==> src/rtl/stdout_pkg.sv <==
// Shared definitions for the stdout serial console: FSM encoding, data width, idle level.
// Optional build macro used by the consumers of this package: STDOUT_PARIDADE_EN.
package stdout_pkg;

  typedef enum logic [2:0] {
    OCIOSO   = 3'd0,
    INICIO   = 3'd1,
    DADOS    = 3'd2,
    PARIDADE = 3'd3,
    PARADA   = 3'd4
  } estado_t;

  localparam int   BITS_DADOS   = 8;
  localparam logic LINHA_OCIOSA = 1'b1;

endpackage

==> src/rtl/fifo_stdout.sv <==
// Byte FIFO with first-word-fall-through head; a push on a full FIFO is accepted only
// when a pop frees a slot on the same edge.
module fifo_stdout #(
  parameter int PROF_FIFO = 4
) (
  input  logic       clk,
  input  logic       rst_n,
  input  logic       push,
  input  logic [7:0] dado_in,
  input  logic       pop,
  output logic [7:0] dado_out,
  output logic       vazia,
  output logic       cheia
);

  localparam int PW = $clog2(PROF_FIFO);

  logic [7:0]    mem [PROF_FIFO];
  logic [PW-1:0] wr_ptr;
  logic [PW-1:0] rd_ptr;
  logic [PW:0]   cont;
  logic          do_pop;
  logic          do_push;

  assign vazia    = (cont == '0);
  assign cheia    = (cont == (PW+1)'(PROF_FIFO));
  assign do_pop   = pop & ~vazia;
  assign do_push  = push & (~cheia | do_pop);
  assign dado_out = mem[rd_ptr];

  always_ff @(posedge clk) begin
    if (do_push) mem[wr_ptr] <= dado_in;
  end

  // Pointers wrap naturally because the depth is a power of two.
  always_ff @(posedge clk or negedge rst_n) begin
    if (!rst_n) begin
      wr_ptr <= '0;
      rd_ptr <= '0;
      cont   <= '0;
    end else begin
      if (do_push) wr_ptr <= wr_ptr + 1'b1;
      if (do_pop)  rd_ptr <= rd_ptr + 1'b1;
      case ({do_push, do_pop})
        2'b10:   cont <= cont + 1'b1;
        2'b01:   cont <= cont - 1'b1;
        default: cont <= cont;
      endcase
    end
  end

endmodule

==> src/rtl/transmissor_stdout.sv <==
// Stdout console: buffers stored bytes in a FIFO and sends them as 8N1 serial frames.
// Define STDOUT_PARIDADE_EN to insert an even-parity bit (8E1 frames).
module transmissor_stdout
  import stdout_pkg::*;
#(
  parameter int CLKS_POR_BIT = 16,
  parameter int PROF_FIFO    = 4
) (
  input  logic        clk,
  input  logic        rst_n,
  input  logic [31:0] stdout,
  input  logic        stdout_we,
  output logic        tx,
  output logic        ocupado,
  output logic        fifo_cheia,
  output logic        transbordo
);

  localparam int BW = (CLKS_POR_BIT > 1) ? $clog2(CLKS_POR_BIT) : 1;

  estado_t         estado;
  logic [BW-1:0]   baud;
  logic [2:0]      bit_cnt;
  logic [7:0]      shift;
  logic [7:0]      cabeca;
  logic            vazia;
  logic            baud_fim;
  logic            pop;
  logic            bits_sobra_unused;

  assign bits_sobra_unused = ^stdout[31:8];
  assign baud_fim = (baud == BW'(CLKS_POR_BIT - 1));
  assign ocupado  = (estado != OCIOSO);
  // The FSM pops exactly when it loads a new byte: from idle, or at the end of a stop bit.
  assign pop = ~vazia & ((estado == OCIOSO) | ((estado == PARADA) & baud_fim));

  fifo_stdout #(.PROF_FIFO(PROF_FIFO)) u_fifo (
    .clk      (clk),
    .rst_n    (rst_n),
    .push     (stdout_we),
    .dado_in  (stdout[7:0]),
    .pop      (pop),
    .dado_out (cabeca),
    .vazia    (vazia),
    .cheia    (fifo_cheia)
  );

  always_ff @(posedge clk) begin
    if (pop)
      shift <= cabeca;
    else if ((estado == DADOS) && baud_fim)
      shift <= shift >> 1;
  end

`ifdef STDOUT_PARIDADE_EN
  logic paridade;

  always_ff @(posedge clk) begin
    if (pop) paridade <= ^cabeca;
  end
`endif

  always_ff @(posedge clk or negedge rst_n) begin
    if (!rst_n) begin
      estado     <= OCIOSO;
      tx         <= LINHA_OCIOSA;
      baud       <= '0;
      bit_cnt    <= '0;
      transbordo <= 1'b0;
    end else begin
      if (stdout_we && fifo_cheia && !pop) transbordo <= 1'b1;
      case (estado)
        OCIOSO: begin
          tx <= LINHA_OCIOSA;
          if (!vazia) begin
            baud    <= '0;
            bit_cnt <= '0;
            estado  <= INICIO;
            tx      <= 1'b0;
          end
        end
        INICIO: begin
          if (baud_fim) begin
            baud   <= '0;
            estado <= DADOS;
            tx     <= shift[0];
          end else begin
            baud <= baud + 1'b1;
          end
        end
        DADOS: begin
          if (baud_fim) begin
            baud    <= '0;
            bit_cnt <= bit_cnt + 1'b1;
            if (bit_cnt == 3'(BITS_DADOS - 1)) begin
`ifdef STDOUT_PARIDADE_EN
              estado <= PARIDADE;
              tx     <= paridade;
`else
              estado <= PARADA;
              tx     <= 1'b1;
`endif
            end else begin
              tx <= shift[1];
            end
          end else begin
            baud <= baud + 1'b1;
          end
        end
`ifdef STDOUT_PARIDADE_EN
        PARIDADE: begin
          if (baud_fim) begin
            baud   <= '0;
            estado <= PARADA;
            tx     <= 1'b1;
          end else begin
            baud <= baud + 1'b1;
          end
        end
`endif
        PARADA: begin
          if (baud_fim) begin
            baud <= '0;
            if (!vazia) begin
              bit_cnt <= '0;
              estado  <= INICIO;
              tx      <= 1'b0;
            end else begin
              estado <= OCIOSO;
              tx     <= LINHA_OCIOSA;
            end
          end else begin
            baud <= baud + 1'b1;
          end
        end
        default: begin
          estado <= OCIOSO;
          tx     <= LINHA_OCIOSA;
          baud   <= '0;
        end
      endcase
    end
  end

endmodule

==> config.mk <==
export PLATFORM = sky130hd
export DESIGN_NAME = transmissor_stdout
export DESIGN_NICKNAME = d
export VERILOG_FILES = /design/src/rtl/stdout_pkg.sv /design/src/rtl/fifo_stdout.sv /design/src/rtl/transmissor_stdout.sv
export SDC_FILE = /design/constraint.sdc
export NUM_CORES = 1
export LEC_CHECK = 0
export BUFFER_PORTS_ARGS = -buffer_cell sky130_fd_sc_hd__buf_2
export CAP_MARGIN = 20
export CORE_MARGIN = 5
export CORE_UTILIZATION = 50
export CTS_BUF_LIST = sky130_fd_sc_hd__clkbuf_8
export DETAILED_ROUTE_END_ITERATION = 12
export GPL_TIMING_DRIVEN = 0
export PLACE_DENSITY = 0.67
export SYNTH_ARGS = -nofsm -noshare
export SYNTH_HDL_FRONTEND = slang
export SYNTH_SLANG_ARGS = --single-unit
==> constraint.sdc <==
create_clock -name clk -period 3.1 [get_ports clk]
set_clock_uncertainty 0.15 [all_clocks]
set_input_delay 0.31 -clock clk [delete_from_list [all_inputs] [get_ports clk]]
set_output_delay 0.31 -clock clk [all_outputs]
set_load 0.1 [all_outputs]
# Word-level counts from Yosys, hierarchy flattened
# Memories as Yosys holds them, arrays and structs flattened.
# Index checks and enable logic that the tools add are counted.
# word_totals
mem_count,1
output_inout_bits,4
in_bits,35
reg_bits,27
mem_bits_rw,32
# op_classes
n_eq_ne,13
mux,25
n_bitwise,8
n_reduce_logical,14
add_sub_neg,6
# memory_table
memory,words,width,read_ports,rd_ports_with_merged_regs,write_ports,line_no,text
u_fifo.mem,4,8,1,0,1,fifo_stdout.sv:18,logic [7:0] mem [PROF_FIFO];
# op_table
op,n
two-way mux 3 bit,8
two-way mux 8 bit,2
case mux 3 bit (4 select lines),1
"equality test 3 bit, second input constant",3
case mux 3 bit (3 select lines),1
two-way mux 1 bit,8
two-way mux 4 bit,2
"inequality test 2 bit, second input constant",4
case mux 4 bit (2 select lines),1
"adder 3 x 1 -> 3 bit, second input constant",2
zero test 3 bit,2
case mux 3 bit (2 select lines),1
AND reduction 3 bit,2
nonzero test 3 bit,2
AND reduction 5 bit,1
"adder 2 x 1 -> 2 bit, second input constant",2
"adder 4 x 1 -> 4 bit, second input constant",1
AND 1 bit,4
"equality test 4 bit, second input constant",1
case mux 1 bit (4 select lines),1
nonzero test 2 bit,2
"equality test 3 x 1 -> 1 bit, second input constant",1
"equality test 3 x 2 -> 1 bit, second input constant",1
logical AND 1 bit,3
8 further kinds,10

# Logic depth before layout (Yosys ltp)
# Gate-level depths: netlist of run 1.
# logic_depth
depth_word,9
depth_mapped,11
depth_no_buf,11

# Cells and area by module
# From an unflattened synthesis of run 1, not the netlist that was laid out.
# hier_totals
cells_unflattened,169
area_unflattened_um2,2627.5
# modules_own_cells
module,cells_each,n_inst,area_each_um2
fifo_stdout,80,1,1587.8
transmissor_stdout,89,1,1039.7

# Worst setup path before layout of run 1
# Ideal clock, no wire load.
# synth_path
kind,register -> register
startpoint,register baud[0]
endpoint,register u_fifo.cont[2]
path_slack_ns,0.488
n_path_buf,1
path_stages_with_launch,11
setup_time_ns,0.079
arrival_time_ns,2.383
period_less_slack_ns,2.612
path_cell_list,dfrtp_1 ha_1 nand3_4 a2111oi_4 buf_6 ha_1 inv_1 fa_1 xor2_1 nor2_1 xor2_1
# synth_between
elab_chain_cells,9
word_cells_on_any_way,11
classes_between,eq/ne (3); mux (1); bitwise (6); reduce/logical (1)
# synth_rtl
element,line_no,text
"start, declared",transmissor_stdout.sv:22,logic [BW-1:0] baud;
"start signal, assigned",transmissor_stdout.sv:88,baud <= baud + 1'b1;
"start signal, assigned",transmissor_stdout.sv:107,baud <= baud + 1'b1;
"start signal, assigned",transmissor_stdout.sv:133,baud <= baud + 1'b1;
equality test 4 bit (*),transmissor_stdout.sv:32,assign baud_fim = (baud == BW'(CLKS_POR_BIT - 1));
AND 1 bit (*),transmissor_stdout.sv:35,assign pop = ~vazia & ((estado == OCIOSO) | ((estado == PARADA) & baud_fim));
OR 1 bit (*),transmissor_stdout.sv:35,
AND 1 bit (*),transmissor_stdout.sv:35,
AND 1 bit (*),fifo_stdout.sv:27,assign do_pop = pop & ~vazia;
net u_fifo.do_pop,fifo_stdout.sv:22,logic do_pop;
OR 1 bit,fifo_stdout.sv:28,assign do_push = push & (~cheia | do_pop);
AND 1 bit,fifo_stdout.sv:28,
equality test 2 x 1 -> 1 bit or equality test 2 bit (tied branches),fifo_stdout.sv:44,"case ({do_push, do_pop})"
case mux 3 bit (2 select lines) or nonzero test 2 bit (tied branches),-,
"end signal, assigned",fifo_stdout.sv:45,2'b10: cont <= cont + 1'b1;
"end signal, assigned",fifo_stdout.sv:46,2'b01: cont <= cont - 1'b1;
"end signal, assigned",fifo_stdout.sv:47,default: cont <= cont;
"end, declared",fifo_stdout.sv:21,logic [PW:0] cont;
# The timed path passes the listed nets; every way through them passes the cells marked *.
# A chain may end at the register's enable or synchronous reset.

# Final worst setup path of run 1
# Ends and elaborated chain as after synthesis.

==> impl_metrics.toml, run 1 <==
[worst_setup_path]
slowest_stage = "a2111oi_4"
max_stage_delay_ns = 0.51
worstSetupEndpointType = "register"
r2r-start = "baud[0]"
crit_buf_inv = 2
path_cells = "ha_1, nand3_4, a2111oi_4, buf_6, ha_1, inv_1, fa_1, xor2_1, nor2_1, xor2_1"
start_kind = "register"
required_ns = 3.21
critPathKind = "register to register"
path_delay_family = "adder cells"
worstPathArrival_ns = 3.02
rr_worst_depth = 10
crit_fanout = 10
path_depth = 10
reg2reg_to = "u_fifo.cont[2]"
rrSetupSlack_ns = 0.19

[synthesis]
synth_edf_count = 40
synth_flop_cell = "edfxtp_1"
syn_avg_cell_area_um2 = 15.7
syn_inst = 166
yosysWarnings = 0
synth.distinct_cells = 44
synthArstFlopShare = 0.322
seq_area_frac_synth = 0.646
syn-num-nets = 210
synth-seq-cells = 59
syn_area_um2 = 2600

[worst_hold_path]
worstHoldStart = "stdout[6]"
hold-path-endpoint = "u_fifo.mem[3][6]"
min_path_cells = 1
hold_path.class = "input pin to register"

[sta]
fin_crit_sh = 0.938
slew_headroom = 0.601
grt_setup_unrepaired = "no"
drv_slew = 0
setup_viol = 0
setup_tns_ns = 0
fin_crit_ns = 2.91
worst_pin_slew_ns = 0.594
fmax_ghz = 0.344
whs_ns = 0.0300
hold_violations = 0

[power]
power.ir.vdd_worst_uv = 609
power_frac_clock = 0.378
power.leakage_nw = 1.16
power_switching_w = 0.000598
power.share.sequential = 0.461
p_sw_frac = 0.270
power_frac_comb = 0.161
internal-power_w = 0.00162
p_per_area_nw_per_um2 = 737

[clock_network]
clock_latency_ns = 0.33
cts_tree = "done"
numCtsBuffers = 9
cts-root-buf = "clkbuf_8"
htreeDepth = 3
clk_pin_slew_ns = 0.07
cts.sink_count = 59
ctsResizeCount = 0
cts_buffer_depth = 2

[route]
drc_errors = 0
vias = 1429
dr.pass1.iters = 4
drt-total-wl_um = 4490
drt_iter0_drc = 92
vias_per_cell = 5.35
ant_nets = 0
wl_per_cell_um = 16.8

[floorplan]
start_util = 0.512
dieArea_um2 = 6740
die_y_um = 82.1
num_rows = 26
core_area_um2 = 5070
die_w_um = 82.1
pin_count = 39

[global_routing]
grt_pass1_wl_um = 7470
grt_util_all_layers = 0.157
antenna_found_initial = 0
gr-total-overflow = 0
grt_pass1_vias = 1532
grt_max_degree = 20

[layout]
stdcell_count = 267
finalNetCount = 236
syn_to_final_growth_pct = 15.7
drive_gt1_frac = 0.299
final_core_utilization = 0.592
n_fill_cell = 408
diodes = 0

[placed_design]
gp_congestion = 0.817
dp_cells = 250
portBuffers = 14
hpwl_um = 3050

[run_status]
status = "finished clean"

[run]
cap_violations = 0
-- final cells by class --
| type | count | area (um^2) | area share |
|---|---|---|---|
| Tap cell | 70 | 87.6 | 0.0291 |
| Sequential cell | 59 | 1680 | 0.558 |
| Multi-Input combinational cell | 89 | 832 | 0.277 |
| Timing Repair Buffer | 15 | 80.1 | 0.0266 |
| Inverter | 11 | 41.3 | 0.0137 |
| Clock buffer | 9 | 124 | 0.0412 |
| Clock inverter | 7 | 116 | 0.0387 |
| Buffer | 7 | 47.5 | 0.0158 |
-- cell families after synthesis --
logic type / after synthesis / synth area share
buffers and inverters: 18 / 0.0342
adder cells (fa/ha/maj): 9 / 0.0462
multiplexers: 19 / 0.116
AO/OA/AOI/OAI: 21 / 0.0597
XOR/XNOR: 7 / 0.0236
AND/OR/NAND/NOR: 33 / 0.0751
flip-flops: 59 / 0.646
-- cells in the mapped netlist (2+ instances only) --
master	instances	area (um^2)
dfrtp_1	18	450
nor3_1	2	10.0
nand2_1	7	26.3
ha_1	8	100
mux2i_1	3	30.0
xor2_1	3	26.3
inv_1	11	41.3
and2_1	4	25.0
edfxtp_1	40	1200
o21ai_0	2	10.0
nand3_1	2	10.0
buf_6	2	22.5
o22ai_1	4	25.0
mux2_2	8	90.1
nor2_1	5	18.8
a21oi_1	7	35.0
mux4_2	8	180
xnor2_1	4	35.0
nor2b_1	2	12.5
buf_2	2	10.0
-- metrics by stage --
step           power [W]  setup slack [ns]  area (um^2)
2_1_floorplan    0.00129             0.488         2600
3_3_place_gp     0.00136             0.291         2760
3_5_place_dp     0.00140             0.240         2760
4_1_cts          0.00224             0.195         3010
5_1_grt          0.00232            0.0316         3010
6_report         0.00222             0.191         3010
-- registers in the layout, summed over array words and instances, names as in the netlist --
register       cells
u_fifo.wr_ptr      2
baud               4
transbordo         1
shift              8
u_fifo.cont        3
estado             3
u_fifo.mem        32
tx                 1
u_fifo.rd_ptr      2
bit_cnt            3
-- placed cells by master (no fill, tap or decap), types with 4 or more instances in the layout --
master / n
buf_2: 16
o22ai_1: 4
dfrtp_1: 18
nor2_1: 5
edfxtp_1: 40
and2_1: 4
mux2_2: 8
mux4_2: 8
nand2_1: 7
inv_1: 11
a21oi_1: 7
clkbuf_8: 9
xnor2_1: 4
ha_1: 8
-- power groups by stage --
stage / combinational (W) / sequential (W) / clock, W
global route: 0.000396 / 0.00103 / 0.000885
global placement: 0.000336 / 0.00103 / 0
CTS: 0.000369 / 0.00102 / 0.000849
floorplan: 0.000224 / 0.00107 / 0
detailed placement: 0.000366 / 0.00104 / 0
finish: 0.000357 / 0.00102 / 0.000837
-- worst register-to-register path, stage by stage, from the launching register on --
cell	delay [ns]
dfrtp_1	0.42
ha_1	0.32
nand3_4	0.15
a2111oi_4	0.52
buf_6	0.21
ha_1	0.20
inv_1	0.06
fa_1	0.38
xor2_1	0.16
nor2_1	0.12
xor2_1	0.15
-- metal layers --
metal	global-route usage	up-vias	share of wire	routed length, um
met5	0	-	0	0
met4	0.0897	0	0.021	94
met3	0.0347	9	0.038	171
met2	0.279	34	0.55	2470
met1	0.173	718	0.39	1760
li1	-	668	-	-
-- what timing repair did --
item / in CTS / in global routing
hold buffers: 1 / 0
hold endpoints to repair: 18 / 0
setup buffers: 0 / 0
-- how the worst max path moves through the flow --
| stage | start | to | slack [ns] |
|---|---|---|---|
| finish | baud[0] | u_fifo.cont[2] | 0.19 |
| global route | baud[0] | u_fifo.cont[2] | 0.03 |
| CTS | baud[0] | u_fifo.cont[2] | 0.19 |
| detailed placement | baud[0] | u_fifo.cont[2] | 0.24 |
| global placement | baud[0] | u_fifo.cont[2] | 0.29 |
| floorplan | baud[0] | u_fifo.cont[2] | 0.49 |
(Power assumes the default switching activity.)
==> inputs of run 2 (changes only) <==
--- a/config.mk
+++ b/config.mk
@@ -5,6 +5,8 @@
 export SDC_FILE = /design/constraint.sdc
 export NUM_CORES = 1
 export LEC_CHECK = 0
+export ABC_AREA = 1
+export ABC_CLOCK_PERIOD_IN_PS = 3100
 export BUFFER_PORTS_ARGS = -buffer_cell sky130_fd_sc_hd__buf_2
 export CAP_MARGIN = 20
 export CORE_MARGIN = 5
==> run 2 against run 1 <==
Effect of this change: register-to-register slack gained 0.37 ns; clock-buffer cell count is the same; sequential cell count is the same; utilization shrank 0.72 points; sequential power is essentially flat; fmax grew 15%; critical path type unchanged.
==> impl_metrics.toml, run 2 <==
[synthesis]
synth_edf_count = 40
syn_inst = 234
syn-num-nets = 278
seq_area_frac_synth = 0.640
synth.distinct_cells = 31
yosys.area.top_type_share = 0.458
syn_avg_cell_area_um2 = 11.2
synth_flop_cell = "edfxtp_1"
synth.most_common_cell = "nand2_1"
synthArstFlopShare = 0.322
syn_area_um2 = 2620
ys_top_cells_by_count = "nand2_1, edfxtp_1, nor2_1, inv_1, o21ai_0"
yosysTopAreaCell = "edfxtp_1"
synth-seq-cells = 59
yosysWarnings = 0
synthTopCellsByArea = "edfxtp_1, dfrtp_1, nand2_1"

[global_routing]
antenna_found_initial = 0
grtUsageMet3 = 0.0423
busiest_layer = "met2"
grtUsageMet2 = 0.240
grtUsageMet1 = 0.189
grt_util_all_layers = 0.155
grt_pass1_vias = 1606
grt_max_degree = 20
grt_pass1_wl_um = 7420
gr-total-overflow = 0

[power]
p_total_w = 0.00202
power.ir.vdd_worst_uv = 428
p_per_area_nw_per_um2 = 677
power.leakage_nw = 1.20

[worst_setup_path]
worstSetupEndpointType = "register"
rrSetupSlack_ns = 0.57
r2r-start = "baud[0]"
reg2reg_to = "u_fifo.cont[2]"
worstPathArrival_ns = 2.59
required_ns = 3.16
critPathKind = "register to register"
start_kind = "register"
crit_fanout = 7
rr_worst_depth = 12

[worst_hold_path]
worstHoldStart = "stdout[5]"
hold-path-endpoint = "u_fifo.mem[1][5]"
hold_path.class = "input pin to register"
min_path_cells = 1

[clock_network]
cts.sink_count = 59
clk_pin_slew_ns = 0.07
cts_setup_buffers = 0
numCtsBuffers = 9
ctsResizeCount = 0
clock_latency_ns = 0.33
cts_tree = "done"
cts-root-buf = "clkbuf_8"
htreeDepth = 3
cts_buffer_depth = 2

[floorplan]
core_area_um2 = 5110
dieArea_um2 = 6790
pin_count = 39
start_util = 0.513
die_y_um = 82.4
num_rows = 26
die_w_um = 82.4

[route]
dr.pass1.iters = 4
vias = 1649
drt-total-wl_um = 4380
drt_iter0_drc = 110
ant_nets = 0
drc_errors = 0
vias_per_cell = 4.92
wl_per_cell_um = 13.1

[layout]
largest_reg_flops = 32
design_area_um2 = 2990
top_regs = "u_fifo.mem x32, shift x8, baud x4"
syn_to_final_growth_pct = 14.0
final_common_cell = "nand2_1"
finalNetCount = 304
layout_common_cells = "nand2_1, edfxtp_1, nor2_1"
n_fill_cell = 443
drive_gt1_frac = 0.189
top_register = "u_fifo.mem"
diodes = 0

[sta]
fin_crit_sh = 0.818
worst_pin_slew_ns = 0.768
drv_slew = 0
setup_viol = 0
fin_crit_ns = 2.53
setup_tns_ns = 0
fmax_ghz = 0.395
hold_violations = 0
fin_ws_ns = 0.565
grt_setup_unrepaired = "no"
slew_headroom = 0.486

[placed_design]
gp_congestion = 0.779
hpwl_um = 2900
place_area_um2 = 2790
preCtsSetupSlack_ns = 0.544
portBuffers = 14

[run_status]
status = "finished clean"

[run]
cap_violations = 0
## run 2: cell types whose count changed after synthesis, sizes merged, moves of 5 or more
| cell | delta |
|---|---|
| nand2 | +46 |
| nor2 | +26 |
| o21ai | +19 |
| inv | +10 |
| nand3 | +9 |
| mux2 | -8 |
| mux4 | -8 |
| and2 | -5 |
## run 2: cell type report
class                      count  area (um^2)  area share
buffer                         4         21.3     0.00712
clock buffer                   9          124      0.0414
clock inverter                 7         70.1      0.0234
inverter                      21         78.8      0.0264
multi-input combinational    150          850       0.284
sequential                    59         1680       0.561
tap                           70         87.6      0.0293
timing repair buffer          15         80.1      0.0268
## run 2: cell families after synthesis
| group | Yosys count | share of synthesized area |
|---|---|---|
| AND/OR/NAND/NOR | 101 | 0.186 |
| flip-flops | 59 | 0.640 |
| AO/OA/AOI/OAI | 35 | 0.0730 |
| buffers and inverters | 25 | 0.0382 |
| adder cells (fa/ha/maj) | 9 | 0.0458 |
| XOR/XNOR | 5 | 0.0167 |
## run 2: routing by layer
layer / vias up / routed length, um
met4: 0 / 114
met3: 8 / 198
met1: 762 / 2060
met5: - / 0
met2: 33 / 2010
li1: 846 / -
## run 2: worst max-delay path by stage
| stage | endpoint | depth (start not counted) | start | slack [ns] |
|---|---|---|---|---|
| after detailed placement | u_fifo.cont[2] | 12 | baud[0] | 0.54 |
| after global routing | u_fifo.cont[2] | 12 | baud[0] | 0.31 |
| after floorplan | u_fifo.cont[2] | 9 | u_fifo.cont[0] | 0.28 |
| after global placement | u_fifo.cont[2] | 12 | baud[0] | 0.59 |
| final | u_fifo.cont[2] | 12 | baud[0] | 0.57 |
| after CTS | u_fifo.cont[2] | 12 | baud[0] | 0.54 |
## run 2: worst max-delay path: stages (launching register included)
cell	delay (ns)
dfrtp_1	0.41
ha_1	0.26
nand3_4	0.14
nand2_2	0.09
nand2_1	0.10
nand2_1	0.09
nand2_2	0.15
ha_1	0.16
inv_1	0.06
fa_1	0.37
a21oi_1	0.15
o21ai_0	0.13
xor2_1	0.15
## run 2: timing repair
item / in CTS / in global routing
hold buffers: 1 / 0
endpoints found under the hold margin: 18 / 0
endpoints found under the setup margin: 0 / 0
## run 2: per-stage QoR
stage	cells	util	hold WS (ns)
2_1_floorplan	234	-	-0.136
3_3_place_gp	318	0.545	0.126
3_5_place_dp	318	0.545	0.134
4_1_cts	335	0.585	0.0208
5_1_grt	335	0.585	0.0225
6_report	335	0.585	0.0332
## run 2: where the power goes
group / switching [W] / internal (W) / total (W)
registers: 0.0000472 / 0.000968 / 0.00102
clock network: 0.000311 / 0.000367 / 0.000678
logic: 0.000237 / 0.0000926 / 0.000330
==> inputs of run 3 (changes only) <==
--- a/config.mk
+++ b/config.mk
@@ -5,8 +5,8 @@
 export SDC_FILE = /design/constraint.sdc
 export NUM_CORES = 1
 export LEC_CHECK = 0
-export ABC_AREA = 1
-export ABC_CLOCK_PERIOD_IN_PS = 3100
+export ABC_AREA = 0
+export ABC_CLOCK_PERIOD_IN_PS = 2600
 export BUFFER_PORTS_ARGS = -buffer_cell sky130_fd_sc_hd__buf_2
 export CAP_MARGIN = 20
 export CORE_MARGIN = 5
==> constraint.sdc (replaced) <==
create_clock -name clk -period 2.6 [get_ports clk]
set_clock_uncertainty 0.15 [all_clocks]
set_input_delay 0.26 -clock clk [delete_from_list [all_inputs] [get_ports clk]]
set_output_delay 0.26 -clock clk [all_outputs]
set_load 0.1 [all_outputs]
==> run 3 against run 2 <==
Effect of this change: cell area rose by 4.3%; non-clock buffer count increased by 16; sequential cell count unchanged; power up 25%; clock-buffer cell count unchanged; die area down 0.75%; critical path type unchanged; clock power rose by 28%; wire length increased by 2.6%; final cell count is 16% lower; first-iteration DRC count decreased by 9.1%; register-to-register slack got worse by 0.49 ns; fmax increased by 0.30%.
==> impl_metrics.toml, run 3 (synthesis results as in run 1) <==
[run_status]
status = "finished clean"

[route]
wl_per_cell_um = 16.0
drt_iter0_drc = 100
drt-total-wl_um = 4490
vias = 1467
ant_nets = 0
drc_errors = 0
dr.pass1.iters = 4
vias_per_cell = 5.24

[sta]
fmax_ghz = 0.396
fin_ws_ns = 0.0729
fin_crit_ns = 2.53
grt_setup_unrepaired = "yes"
hold_violations = 0
drv_slew = 0
setup_viol = 0
fin_crit_sh = 0.972
worst_pin_slew_ns = 0.588
slew_headroom = 0.605
whs_ns = 0.239

[layout]
top_regs = "u_fifo.mem x32, shift x8, baud x4"
syn_to_final_growth_pct = 20.0
layout_common_cells = "edfxtp_1, dfrtp_1, buf_2"
diodes = 0
final_common_cell = "edfxtp_1"
drive_gt1_frac = 0.314
largest_reg_flops = 32
stdcell_count = 280
top_register = "u_fifo.mem"
finalNetCount = 249
design_area_um2 = 3120
n_fill_cell = 403

[worst_setup_path]
rrSetupSlack_ns = 0.07
required_ns = 2.71
critPathKind = "register to register"
crit_fanout = 7
start_kind = "register"
worstSetupEndpointType = "register"
worstPathArrival_ns = 2.64

[worst_hold_path]
hold_path.class = "input pin to asynchronous set/reset pin"

[global_routing]
antenna_found_initial = 0
grt_pass1_vias = 1556
grt_max_degree = 20
grt_util_all_layers = 0.160
grt_pass1_wl_um = 7560
gr-total-overflow = 0

[run]
cap_violations = 0

[clock_network]
clock_latency_ns = 0.34
clk_pin_slew_ns = 0.07
cts-root-buf = "clkbuf_8"
htreeDepth = 3
cts.sink_count = 59
numCtsBuffers = 9
cts_buffer_depth = 2
cts_tree = "done"

[placed_design]
place_area_um2 = 2760
hpwl_um = 2940
portBuffers = 14
preCtsSetupSlack_ns = -0.244
dp_cells = 250
gp_congestion = 0.728

[floorplan]
die_w_um = 82.1
start_util = 0.512
die_y_um = 82.1
num_rows = 26
dieArea_um2 = 6740
pin_count = 39
core_area_um2 = 5070

[power]
power.leakage_nw = 1.20
power.ir.vdd_worst_uv = 816
p_per_area_nw_per_um2 = 809
## run 3: cell types whose count changed in the layout (fill, tap and decap cells not counted), moves of 5 or more
| cell | change |
|---|---|
| inv_1 | -7 |
| o21ai_0 | -17 |
| nor2_1 | -21 |
| mux4_2 | +8 |
| nand2_1 | -41 |
| dlygate4sd3_1 | +9 |
| nand2_2 | -5 |
| nand3_1 | -7 |
| mux2_2 | +8 |
## run 3: power breakdown
group	leakage, nW	switching, W	internal, W	total (W)
Clock	0.113	0.000342	0.000529	0.000871
Combinational	0.496	0.000290	0.000144	0.000434
Sequential	0.595	0.0000558	0.00116	0.00122
## run 3: layout make-up
type	count	area (um^2)	area share
Buffer	7	47.5	0.0152
Inverter	11	41.3	0.0132
Multi-Input combinational cell	89	853	0.274
Sequential cell	59	1680	0.539
Timing Repair Buffer	28	200	0.0642
Clock buffer	9	124	0.0397
Tap cell	70	87.6	0.0281
Clock inverter	7	85.1	0.0273
## run 3: final timing paths
check,start,to,depth (start not counted)
hold / removal,rst_n,bit_cnt[0],2
setup / recovery,baud[0],u_fifo.cont[2],10
hold reg to reg,transbordo,transbordo,1
max in group asynchronous,rst_n,tx,2
min in group clk,transbordo,transbordo,1
setup reg to reg,baud[0],u_fifo.cont[2],10
## run 3: per-stage QoR
stage / power, W / TNS (ns) / util
global route: 0.00265 / -0.0168 / 0.614
detailed placement: 0.00166 / -0.454 / 0.543
floorplan: 0.00154 / 0 / -
finish: 0.00252 / 0 / 0.614
global placement: 0.00163 / -0.224 / 0.543
CTS: 0.00255 / 0 / 0.614
## run 3: timing repair
action,4_1_cts,5_1_grt
pin swaps,1,1
buffers inserted,4,0
gates cloned,0,0
resized for setup,4,2
setup endpoints to repair,2,2
hold endpoints to repair,51,0
hold buffers,10,0
## run 3: critical path, cell delays in order, from the launching register on
cell and delay (ns):
dfrtp_2 0.40, ha_4 0.17, nand3_4 0.14, a2111oi_4 0.40, buf_6 0.17, ha_2 0.18, inv_1 0.05, fa_1 0.38
xor2_1 0.15, nor2_1 0.11, xor2_1 0.15
## run 3: layer usage
layer / share of wire / track usage / routed length, um
met1: 0.44 / 0.198 / 1990
met2: 0.50 / 0.256 / 2230
met4: 0.018 / 0.0748 / 82
met3: 0.041 / 0.0488 / 186
met5: 0 / 0 / 0
